--- src/rtl/seg7_pkg.sv ---
// Shared definitions for the 7-segment scan reader: segment width,
// the hex-to-segment pattern table and the scan FSM state encoding.
package seg7_pkg;

    localparam int SEG_W = 7;

    // Active-low {g,f,e,d,c,b,a} patterns for hex digits 0..F, same table the decoder drives
    localparam logic [SEG_W-1:0] SEG7_PATTERNS [0:15] = '{
        7'h40, 7'h79, 7'h24, 7'h30, 7'h19, 7'h12, 7'h02, 7'h78,
        7'h00, 7'h10, 7'h08, 7'h03, 7'h46, 7'h21, 7'h06, 7'h0E
    };

    typedef enum logic [1:0] {
        SETTLE,
        SAMPLE,
        STORE,
        PRESENT
    } state_t;

endpackage

--- src/rtl/seg7_scan_reader_if.sv ---
// Frame output handshake of the scan reader: packed frame value, per-digit
// error flags and a valid/ready pair. The reader is the master.
interface seg7_scan_reader_if #(
    parameter int NUM_DIGITS = 4
);
    logic [4*NUM_DIGITS-1:0] value;
    logic [NUM_DIGITS-1:0]   frame_err;
    logic                    valid;
    logic                    ready;

    modport master (
        output value,
        output frame_err,
        output valid,
        input  ready
    );

    modport slave (
        input  value,
        input  frame_err,
        input  valid,
        output ready
    );
endinterface

--- src/rtl/seg7_pattern_encoder.sv ---
// Combinational inverse of the hex-to-7seg decoder: finds the table index of
// a segment pattern. hit is low when the pattern matches no hex digit.
module seg7_pattern_encoder
    import seg7_pkg::*;
(
    input  logic [SEG_W-1:0] seg_i,
    output logic [3:0]       hex_o,
    output logic             hit_o
);

    // Linear search of the 16-entry table; entries are unique so at most one hits
    always_comb begin
        hex_o = 4'h0;
        hit_o = 1'b0;
        for (int i = 0; i < 16; i++) begin
            if (seg_i == SEG7_PATTERNS[i]) begin
                hex_o = 4'(i);
                hit_o = 1'b1;
            end
        end
    end

endmodule

--- src/rtl/seg7_scan_reader.sv ---
// Scans a multiplexed active-low 7-segment display one digit at a time,
// waits for the segment lines to settle and stabilise, decodes each digit
// and hands a complete frame out over a valid/ready handshake.
// Optional feature: define SEG7_ERR_CNT_EN to add the saturating err_cnt_o
// output counting every digit stored with an error.
module seg7_scan_reader
    import seg7_pkg::*;
#(
    parameter int NUM_DIGITS     = 4,
    parameter int DWELL_CYCLES   = 1000,
    parameter int SETTLE_CYCLES  = 16,
    parameter int STABLE_SAMPLES = 3
) (
    input  logic                  clk,
    input  logic                  rst,
    input  logic [SEG_W-1:0]      seg_in_i,
    output logic [NUM_DIGITS-1:0] dig_sel_o,
    seg7_scan_reader_if.master    bus
`ifdef SEG7_ERR_CNT_EN
    ,
    output logic [7:0]            err_cnt_o
`endif
);

    localparam int SW_RAW = $clog2(SETTLE_CYCLES + 1);
    localparam int SW     = (SW_RAW < 1) ? 1 : SW_RAW;
    localparam int DW     = $clog2(DWELL_CYCLES + 1);
    localparam int MW     = $clog2(STABLE_SAMPLES + 1);
    localparam int IW     = (NUM_DIGITS > 1) ? $clog2(NUM_DIGITS) : 1;

    state_t                  state_q,   state_d;
    logic [SW-1:0]           settle_q,  settle_d;
    logic [DW-1:0]           dwell_q,   dwell_d;
    logic [MW-1:0]           match_q,   match_d;
    logic [SEG_W-1:0]        sample_q,  sample_d;
    logic                    timeout_q, timeout_d;
    logic [NUM_DIGITS-1:0]   dig_q,     dig_d;
    logic [IW-1:0]           idx_q,     idx_d;
    logic [4*NUM_DIGITS-1:0] capval_q,  capval_d;
    logic [NUM_DIGITS-1:0]   caperr_q,  caperr_d;
    logic [4*NUM_DIGITS-1:0] value_q,   value_d;
    logic [NUM_DIGITS-1:0]   ferr_q,    ferr_d;
    logic                    valid_q,   valid_d;

    logic [3:0] enc_hex;
    logic       enc_hit;
    logic       store_ok;
    logic       last_digit;

    seg7_pattern_encoder u_encoder (
        .seg_i (sample_q),
        .hex_o (enc_hex),
        .hit_o (enc_hit)
    );

    assign store_ok   = enc_hit & ~timeout_q;
    assign last_digit = (idx_q == IW'(NUM_DIGITS - 1));

    // All registers, cleared asynchronously so a mid-frame reset drops the partial capture
    always_ff @(posedge clk or posedge rst) begin
        if (rst) begin
            state_q   <= SETTLE;
            settle_q  <= '0;
            dwell_q   <= '0;
            match_q   <= '0;
            sample_q  <= '0;
            timeout_q <= 1'b0;
            dig_q     <= NUM_DIGITS'(1);
            idx_q     <= '0;
            capval_q  <= '0;
            caperr_q  <= '0;
            value_q   <= '0;
            ferr_q    <= '0;
            valid_q   <= 1'b0;
        end else begin
            state_q   <= state_d;
            settle_q  <= settle_d;
            dwell_q   <= dwell_d;
            match_q   <= match_d;
            sample_q  <= sample_d;
            timeout_q <= timeout_d;
            dig_q     <= dig_d;
            idx_q     <= idx_d;
            capval_q  <= capval_d;
            caperr_q  <= caperr_d;
            value_q   <= value_d;
            ferr_q    <= ferr_d;
            valid_q   <= valid_d;
        end
    end

    // Scan sequencing: settle, wait for a stable pattern or dwell timeout, store, present the frame
    always_comb begin
        state_d   = state_q;
        settle_d  = settle_q;
        dwell_d   = dwell_q;
        match_d   = match_q;
        sample_d  = sample_q;
        timeout_d = timeout_q;
        dig_d     = dig_q;
        idx_d     = idx_q;
        capval_d  = capval_q;
        caperr_d  = caperr_q;
        value_d   = value_q;
        ferr_d    = ferr_q;
        valid_d   = valid_q;

        case (state_q)
            SETTLE: begin
                dwell_d   = dwell_q + 1'b1;
                match_d   = '0;
                timeout_d = 1'b0;
                if (settle_q == SW'(SETTLE_CYCLES - 1)) begin
                    settle_d = '0;
                    state_d  = SAMPLE;
                end else begin
                    settle_d = settle_q + 1'b1;
                end
            end

            SAMPLE: begin
                dwell_d  = dwell_q + 1'b1;
                sample_d = seg_in_i;
                if ((match_q != '0) && (seg_in_i == sample_q)) begin
                    match_d = match_q + 1'b1;
                end else begin
                    match_d = MW'(1);
                end
                if (match_d == MW'(STABLE_SAMPLES)) begin
                    state_d = STORE;
                end else if (dwell_q == DW'(DWELL_CYCLES - 1)) begin
                    state_d   = STORE;
                    timeout_d = 1'b1;
                end
            end

            STORE: begin
                capval_d[{idx_q, 2'b00} +: 4] = store_ok ? enc_hex : 4'h0;
                caperr_d[idx_q]               = ~store_ok;
                dwell_d  = '0;
                settle_d = '0;
                match_d  = '0;
                if (last_digit) begin
                    dig_d   = NUM_DIGITS'(1);
                    idx_d   = '0;
                    state_d = PRESENT;
                end else begin
                    dig_d   = dig_q << 1;
                    idx_d   = idx_q + 1'b1;
                    state_d = SETTLE;
                end
            end

            PRESENT: begin
                if (!valid_q) begin
                    value_d = capval_q;
                    ferr_d  = caperr_q;
                    valid_d = 1'b1;
                end else if (bus.ready) begin
                    valid_d = 1'b0;
                    state_d = SETTLE;
                end
            end

            default: begin
                state_d = SETTLE;
            end
        endcase
    end

    assign dig_sel_o     = dig_q;
    assign bus.value     = value_q;
    assign bus.frame_err = ferr_q;
    assign bus.valid     = valid_q;

`ifdef SEG7_ERR_CNT_EN
    logic [7:0] err_cnt_q;

    // Counts digits stored with an error, sticking at 8'hFF until reset
    always_ff @(posedge clk or posedge rst) begin
        if (rst) begin
            err_cnt_q <= 8'h00;
        end else if ((state_q == STORE) && !store_ok && (err_cnt_q != 8'hFF)) begin
            err_cnt_q <= err_cnt_q + 8'h01;
        end
    end

    assign err_cnt_o = err_cnt_q;
`endif

endmodule

--- src/flat_wrapper.sv ---
// flat-port wrapper written by rule: the top's interface ports become plain ports
module seg7_scan_reader_flat import seg7_pkg::*;
#(
    parameter int NUM_DIGITS     = 4,
    parameter int DWELL_CYCLES   = 1000,
    parameter int SETTLE_CYCLES  = 16,
    parameter int STABLE_SAMPLES = 3
)
  (clk, rst, seg_in_i, dig_sel_o, bus_value, bus_frame_err, bus_valid, bus_ready);
  seg7_scan_reader_if #(.NUM_DIGITS(NUM_DIGITS)) bus_i ();
  input  logic clk;
  input  logic rst;
  input  logic [SEG_W-1:0] seg_in_i;
  output logic [NUM_DIGITS-1:0] dig_sel_o;
  output wire logic [$bits(bus_i.value)-1:0] bus_value;
  output wire logic [$bits(bus_i.frame_err)-1:0] bus_frame_err;
  output wire logic [$bits(bus_i.valid)-1:0] bus_valid;
  input wire logic [$bits(bus_i.ready)-1:0] bus_ready;
  assign bus_value = bus_i.value;
  assign bus_frame_err = bus_i.frame_err;
  assign bus_valid = bus_i.valid;
  assign bus_i.ready = bus_ready;
  seg7_scan_reader #(.NUM_DIGITS(NUM_DIGITS), .DWELL_CYCLES(DWELL_CYCLES), .SETTLE_CYCLES(SETTLE_CYCLES), .STABLE_SAMPLES(STABLE_SAMPLES)) u_core (.clk(clk), .rst(rst), .seg_in_i(seg_in_i), .dig_sel_o(dig_sel_o), .bus(bus_i));
endmodule
--- config.mk ---
export PLATFORM = sky130hd
export DESIGN_NAME = seg7_scan_reader_flat
export DESIGN_NICKNAME = d
export VERILOG_FILES = /design/src/rtl/seg7_pkg.sv /design/src/rtl/seg7_scan_reader_if.sv /design/src/rtl/seg7_pattern_encoder.sv /design/src/rtl/seg7_scan_reader.sv /design/src/flat_wrapper.sv
export SDC_FILE = /design/constraint.sdc
export NUM_CORES = 1
export LEC_CHECK = 0
export BUFFER_PORTS_ARGS = -buffer_cell sky130_fd_sc_hd__buf_2
export CORE_UTILIZATION = 42
export CTS_CLUSTER_DIAMETER = 50
export DETAILED_ROUTE_END_ITERATION = 16
export SETUP_SLACK_MARGIN = 0.02
export SYNTH_ARGS = -nofsm -noshare
export SYNTH_HDL_FRONTEND = slang
export SYNTH_SLANG_ARGS = --single-unit
--- constraint.sdc ---
create_clock -name clk -period 5.3 [get_ports clk]
set_input_delay 1.06 -clock clk [delete_from_list [all_inputs] [get_ports clk]]
set_output_delay 1.06 -clock clk [all_outputs]
set_load 0.02 [all_outputs]
# Yosys cells after proc, flatten, opt, wreduce, memory -nomap -nowiden
# Cells that the tools add are included.
[word_totals]
ff_bits = 74
input_bits = 10
out_inout_bits = 25
elab_cells = 125
[classes]
add_sub_neg = 5
order_cmp = 2
eq_ne = 29
shift = 2
mux = 56
n_bitwise = 4
reduce_logical = 14
[op_table]
columns = ["cell", "count"]
rows = [
  ["$mux 4", 16],
  ["$eq 7x7->1 const B", 4],
  ["$mux 1", 22],
  ["$eq 7x5->1 const B", 3],
  ["$eq 7x6->1 const B", 3],
  ["$pmux 10 s2", 1],
  ["$mux 2", 9],
  ["$bwmux 16", 1],
  ["$shift 4x6->16 const A", 1],
  ["$shiftx 4x6->16", 1],
  ["$eq 7x2->1 const B", 2],
  ["$eq 7x4->1 const B", 2],
  ["$add 10x1->10 const B", 1],
  ["$eq 10x10->1 const B", 1],
  ["$pmux 5 s2", 1],
  ["$reduce_bool 2->1", 5],
  ["$eq 2x2->1 const B", 4],
  ["$pmux 2 s4", 1],
  ["$eq 7x3->1 const B", 1],
  ["$eq 7x7->1", 1],
  ["$logic_not 7->1", 1],
  ["$ne 2x1->1 const B", 3],
  ["$neg 4->6", 1],
  ["$add 5x1->5 const B", 1],
  ["other kinds (20)", 26],
]

# Depth between registers and ports, before layout
[logic_depth]
ltp_word = 21
depth_mapped = 6
ltp_nobuf = 6

# Hierarchy
# A second synthesis with hierarchy kept.
[unflattened]
cells_unflattened = 338
hier_area_um2 = 3632.2
[modules_own_cells]
columns = ["module", "n_inst", "cells_each", "area_each_um2", "seq_area_each_um2"]
rows = [
  ["seg7_scan_reader", 1, 289, 3256.9, 1853.0],
  ["seg7_pattern_encoder", 1, 49, 375.4, 0.0],
]

# Least setup slack after synthesis
# Ideal clock, no wire load.
[synth_path]
path_type = "in2reg"
startpoint = "input seg_in_i[1]"
endpoint = "register u_core.state_q[0]"
t_arrival_ns = 1.921
required_time_ns = 5.181
path_slack_ns = 3.260
stages = 5
n_path_buf = 0
path_cell_list = "xnor2_1 -> nand2_1 -> nor4_2 -> a31oi_1 -> o21a_1"
[synth_via]
elab_chain_cells = 7
word_cells_on_any_way = 9
cone_classes = "3 x eq/ne; 4 x mux; 2 x reduce/logical"
[synth_rtl]
columns = ["item", "line_no", "rtl"]
rows = [
  ["start, declared", "flat_wrapper.sv:13", "input logic [SEG_W-1:0] seg_in_i;"],
  ["$eq 7x7->1 *", "seg7_scan_reader.sv:124", "if ((match_q != '0) && (seg_in_i == sample_q)) begin"],
  ["$logic_and 1x1->1 *", "seg7_scan_reader.sv:124", ""],
  ["$mux 2 *", "seg7_scan_reader.sv:124", ""],
  ["$mux 2 *", "seg7_scan_reader.sv:108", "case (state_q)"],
  ["$eq 2x2->1 *", "seg7_scan_reader.sv:129", "if (match_d == MW'(STABLE_SAMPLES)) begin"],
  ["$ne 3x1->1 (no source line) or $mux 2 (tied branches)", "-", ""],
  ["$reduce_and 4->1 (no source line) or $pmux 2 s4 (tied branches)", "-", ""],
  ["end signal, assigned", "seg7_scan_reader.sv:76", "state_q <= state_d;"],
  ["end, declared", "seg7_scan_reader.sv:31", "state_t state_q, state_d;"],
]
# Every way passes the cells marked *; elsewhere a longest branch is shown, timed or not. The select of a mux whose other input is x is not followed.
# A chain may end at the register's enable or synchronous reset.

# Worst setup path after layout
[layout_path]
startpoint = "register u_core.state_q[1]"
endpoint = "register u_core.capval_q[14]"
[layout_via]
elab_chain_cells = 1
[layout_rtl]
columns = ["item", "line_no", "rtl"]
rows = [
  ["$eq 2x2->1", "seg7_scan_reader.sv:108", ""],
  ["end signal, assigned", "seg7_scan_reader.sv:84", "capval_q <= capval_d;"],
  ["end, declared", "seg7_scan_reader.sv:39", "logic [4*NUM_DIGITS-1:0] capval_q, capval_d;"],
]
# Every way passes these cells.

==> results.ini <==
[clock_tree]
cts_buffers = 9
cts_resized = 0
holdBufCountCts = 0
clkSlewWorstSetupHoldPaths_ns = 0.08
clk_path_buf_depth = 2
clkLatencyLatePin_ns = 0.35
postCtsSetupBuffers = 0
cts-root-buf = clkbuf_8
cts_tree = yes
clock_sinks = 74
cts_htree_levels = 3

[global_route]
grt_pass1_wl_um = 11600
first_global_vias = 2484
grt_use_total_pct = 17.2
grt_overflow = 0
grt_max_degree = 49
antenna_found_initial = 0

[finish]
area_growth_pct = 12.6
layout-drive-gt1-share_pct = 23.0
fillCellCount = 772
fin_nets = 373
layout_common_cells = 73 x dfrtp_1, 38 x nand2_1, 34 x buf_2, 26 x mux2_2, 17 x o21ai_0
fin_cells = 462
final_common_cell = dfrtp_1
fin_area_um2 = 3990
multi_input_area_um2 = 1590
seq_area_um2 = 1850
antenna_cells = 0

[logic_synthesis]
avgSynthCellArea_um2 = 11.0
netlist_instances = 322
yosysUniqueCellTypes = 50
async_flop_share_pct = 100
ys_warn_count = 0
synth_flop_cell = dfrtp_1
syn-cell-area_um2 = 3550
ys_ff_latch = 74
synth-edff-count = 0
ys_seq_area_share_pct = 52.3
synth.net_count = 343

[status]
status = completed

[routing]
routedWlPerCell_um = 14.5
drc = 0
vias = 2491
firstDrtPassIters = 5
ant_nets = 0
wirelength_um = 6700
via_per_inst = 5.39
first_iter_violations = 131

[floorplanning]
die_x_um = 93.9
die_area_um2 = 8810
coreArea_um2 = 8180
io-pin-count = 35
num_rows = 33
die_h_um = 93.9
initial_utilization_pct = 43.4

[worst_setup_path]
critPathLaunchType = register
required_ns = 5.54
crit_arrival_ns = 2.38
crit_fanout = 14
end_kind = register
path_class = reg2reg

[timing]
fmax_ghz = 0.466
rsz0062_at_grt = no
final_max_slew_viol_count = 0
tns_ns = 0
hold_viol = 0
worst-slew-pin-transition_ns = 1.01
final-setup-viol-count = 0
holdWs_ns = 0.489
max_slew_margin_pct = 32.6
period_share_pct = 40.5
clock_skew_ns = 0.00988
fin_crit_ns = 2.15

[run]
maxCapViolCount = 0

[pwr]
p_leak_nw = 1.86
worst_ir_drop_vdd_uv = 311
power_switching_share_pct = 39.0
seqPwrFrac_pct = 44.8
pwr-share-clk_pct = 22.1
p_int_mw = 1.25
p_per_area_nw_per_um2 = 512
p_switching_uw = 798
combPwrFrac_pct = 33.1

[worst_hold_path]
min_path_type = reg2reg

[placed_design]
place_area_um2 = 3780
port_buffers = 34
place_hpwl_um = 4690
finalWeightedCongestion = 0.827
placed_cells = 446

-- cells by family after synthesis --
kind of cell	count (synthesis)	synth area share, %
adder cells (fa/ha/maj)	11	3.88
buffers and inverters	25	3.03
multiplexers	32	9.95
flip-flops	74	52.3
AND/OR/NAND/NOR	98	14.5
AO/OA/AOI/OAI	70	13.4
XOR/XNOR	12	2.96
-- power by group through the flow --
stage / combinational [mW] / sequential [mW] / clock, mW
after floorplan: 0.592 / 0.843 / 0
after global placement: 0.665 / 0.923 / 0
after detailed placement: 0.682 / 0.926 / 0
after CTS: 0.686 / 0.915 / 0.470
after global routing: 0.763 / 0.948 / 0.492
final: 0.677 / 0.916 / 0.453
-- layout make-up --
cell class | count | area share [%]
inverters | 9 | 0.846
multi-input cells | 223 | 39.7
repair buffers | 35 | 4.45
flip-flops and latches | 74 | 46.4
clock buffers | 11 | 3.79
well taps | 105 | 3.29
clock inverters | 5 | 1.54
-- critical path, stage by stage (launching register included) --
cell and delay [ns]:
dfrtp_1 0.61, inv_1 0.21, nor2_1 0.68, nand2_1 0.25, a22o_1 0.28
-- routing by layer --
| layer | track usage [%] | vias up | routed length, um |
|---|---|---|---|
| met5 | 0 | - | 0 |
| met4 | 5.90 | 0 | 111 |
| met3 | 4.61 | 12 | 238 |
| met2 | 28.6 | 49 | 3290 |
| met1 | 21.5 | 1211 | 3060 |
| li1 | - | 1219 | - |
-- sequential cells by signal, summed over array words and instances, names as in the netlist --
register	flops
u_core.bus.value	16
u_core.capval_q	16
u_core.dwell_q	10
u_core.sample_q	7
u_core.settle_q	5
u_core.bus.frame_err	4
u_core.caperr_q	4
u_core.dig_sel_o	4
u_core.idx_q	2
u_core.match_q	2
u_core.state_q	2
u_core.bus.valid	1
u_core.timeout_q	1
-- through the flow --
stage                     utilization [%]  power (mW)  setup slack, ns
after detailed placement             46.3        1.61             2.96
final                                48.9        2.05             3.15
after CTS                            48.9        2.07             3.12
after global routing                 48.9        2.20             2.93
after floorplan                         -        1.44             2.36
after global placement               46.3        1.59             2.99
-- worst paths after layout --
kind                                                      start                              end  slack [ns]  cells past startpoint
worst max register to register    u_core.state_q[1]$_DFFE_PP0P_  u_core.capval_q[14]$_DFFE_PP0P_        3.15                      4
max in group asynchronous                                   rst   u_core.sample_q[0]$_DFFE_PP0P_        3.42                      3
min in group asynchronous                                   rst   u_core.sample_q[4]$_DFFE_PP0P_        0.94                      2
worst min register to register  u_core.dig_sel_o[3]$_DFFE_PP0P_  u_core.dig_sel_o[3]$_DFFE_PP0P_        0.49                      2
worst min-delay path            u_core.dig_sel_o[3]$_DFFE_PP0P_  u_core.dig_sel_o[3]$_DFFE_PP0P_        0.49                      2
worst max-delay path              u_core.state_q[1]$_DFFE_PP0P_  u_core.capval_q[14]$_DFFE_PP0P_        3.15                      4
-- cell usage after synthesis, types with 2 or more instances --
library cell | count | area (um^2)
dfrtp_1 | 73 | 1830
nand2_1 | 38 | 143
mux2_2 | 26 | 293
o21ai_0 | 17 | 85.1
a22o_1 | 11 | 96.3
ha_1 | 11 | 138
nand3_1 | 11 | 55.1
inv_1 | 9 | 33.8
nor2_1 | 9 | 33.8
a21oi_1 | 8 | 40.0
a31oi_1 | 8 | 50.1
buf_2 | 8 | 40.0
o21ai_1 | 8 | 40.0
xnor2_1 | 8 | 70.1
clkbuf_1 | 7 | 26.3
nand2b_1 | 7 | 43.8
mux2i_1 | 6 | 60.1
and3_1 | 5 | 31.3
nand4_1 | 5 | 31.3
nor3_1 | 4 | 20.0
xor2_1 | 4 | 35.0
nand4b_1 | 3 | 26.3
and2_1 | 2 | 12.5
and4_1 | 2 | 17.5
nor2b_1 | 2 | 12.5
nor3b_1 | 2 | 15.0
o211ai_1 | 2 | 15.0
o21a_1 | 2 | 15.0
o22ai_1 | 2 | 12.5
or3b_1 | 2 | 17.5
No activity file was read; power rests on OpenSTA's default activity.
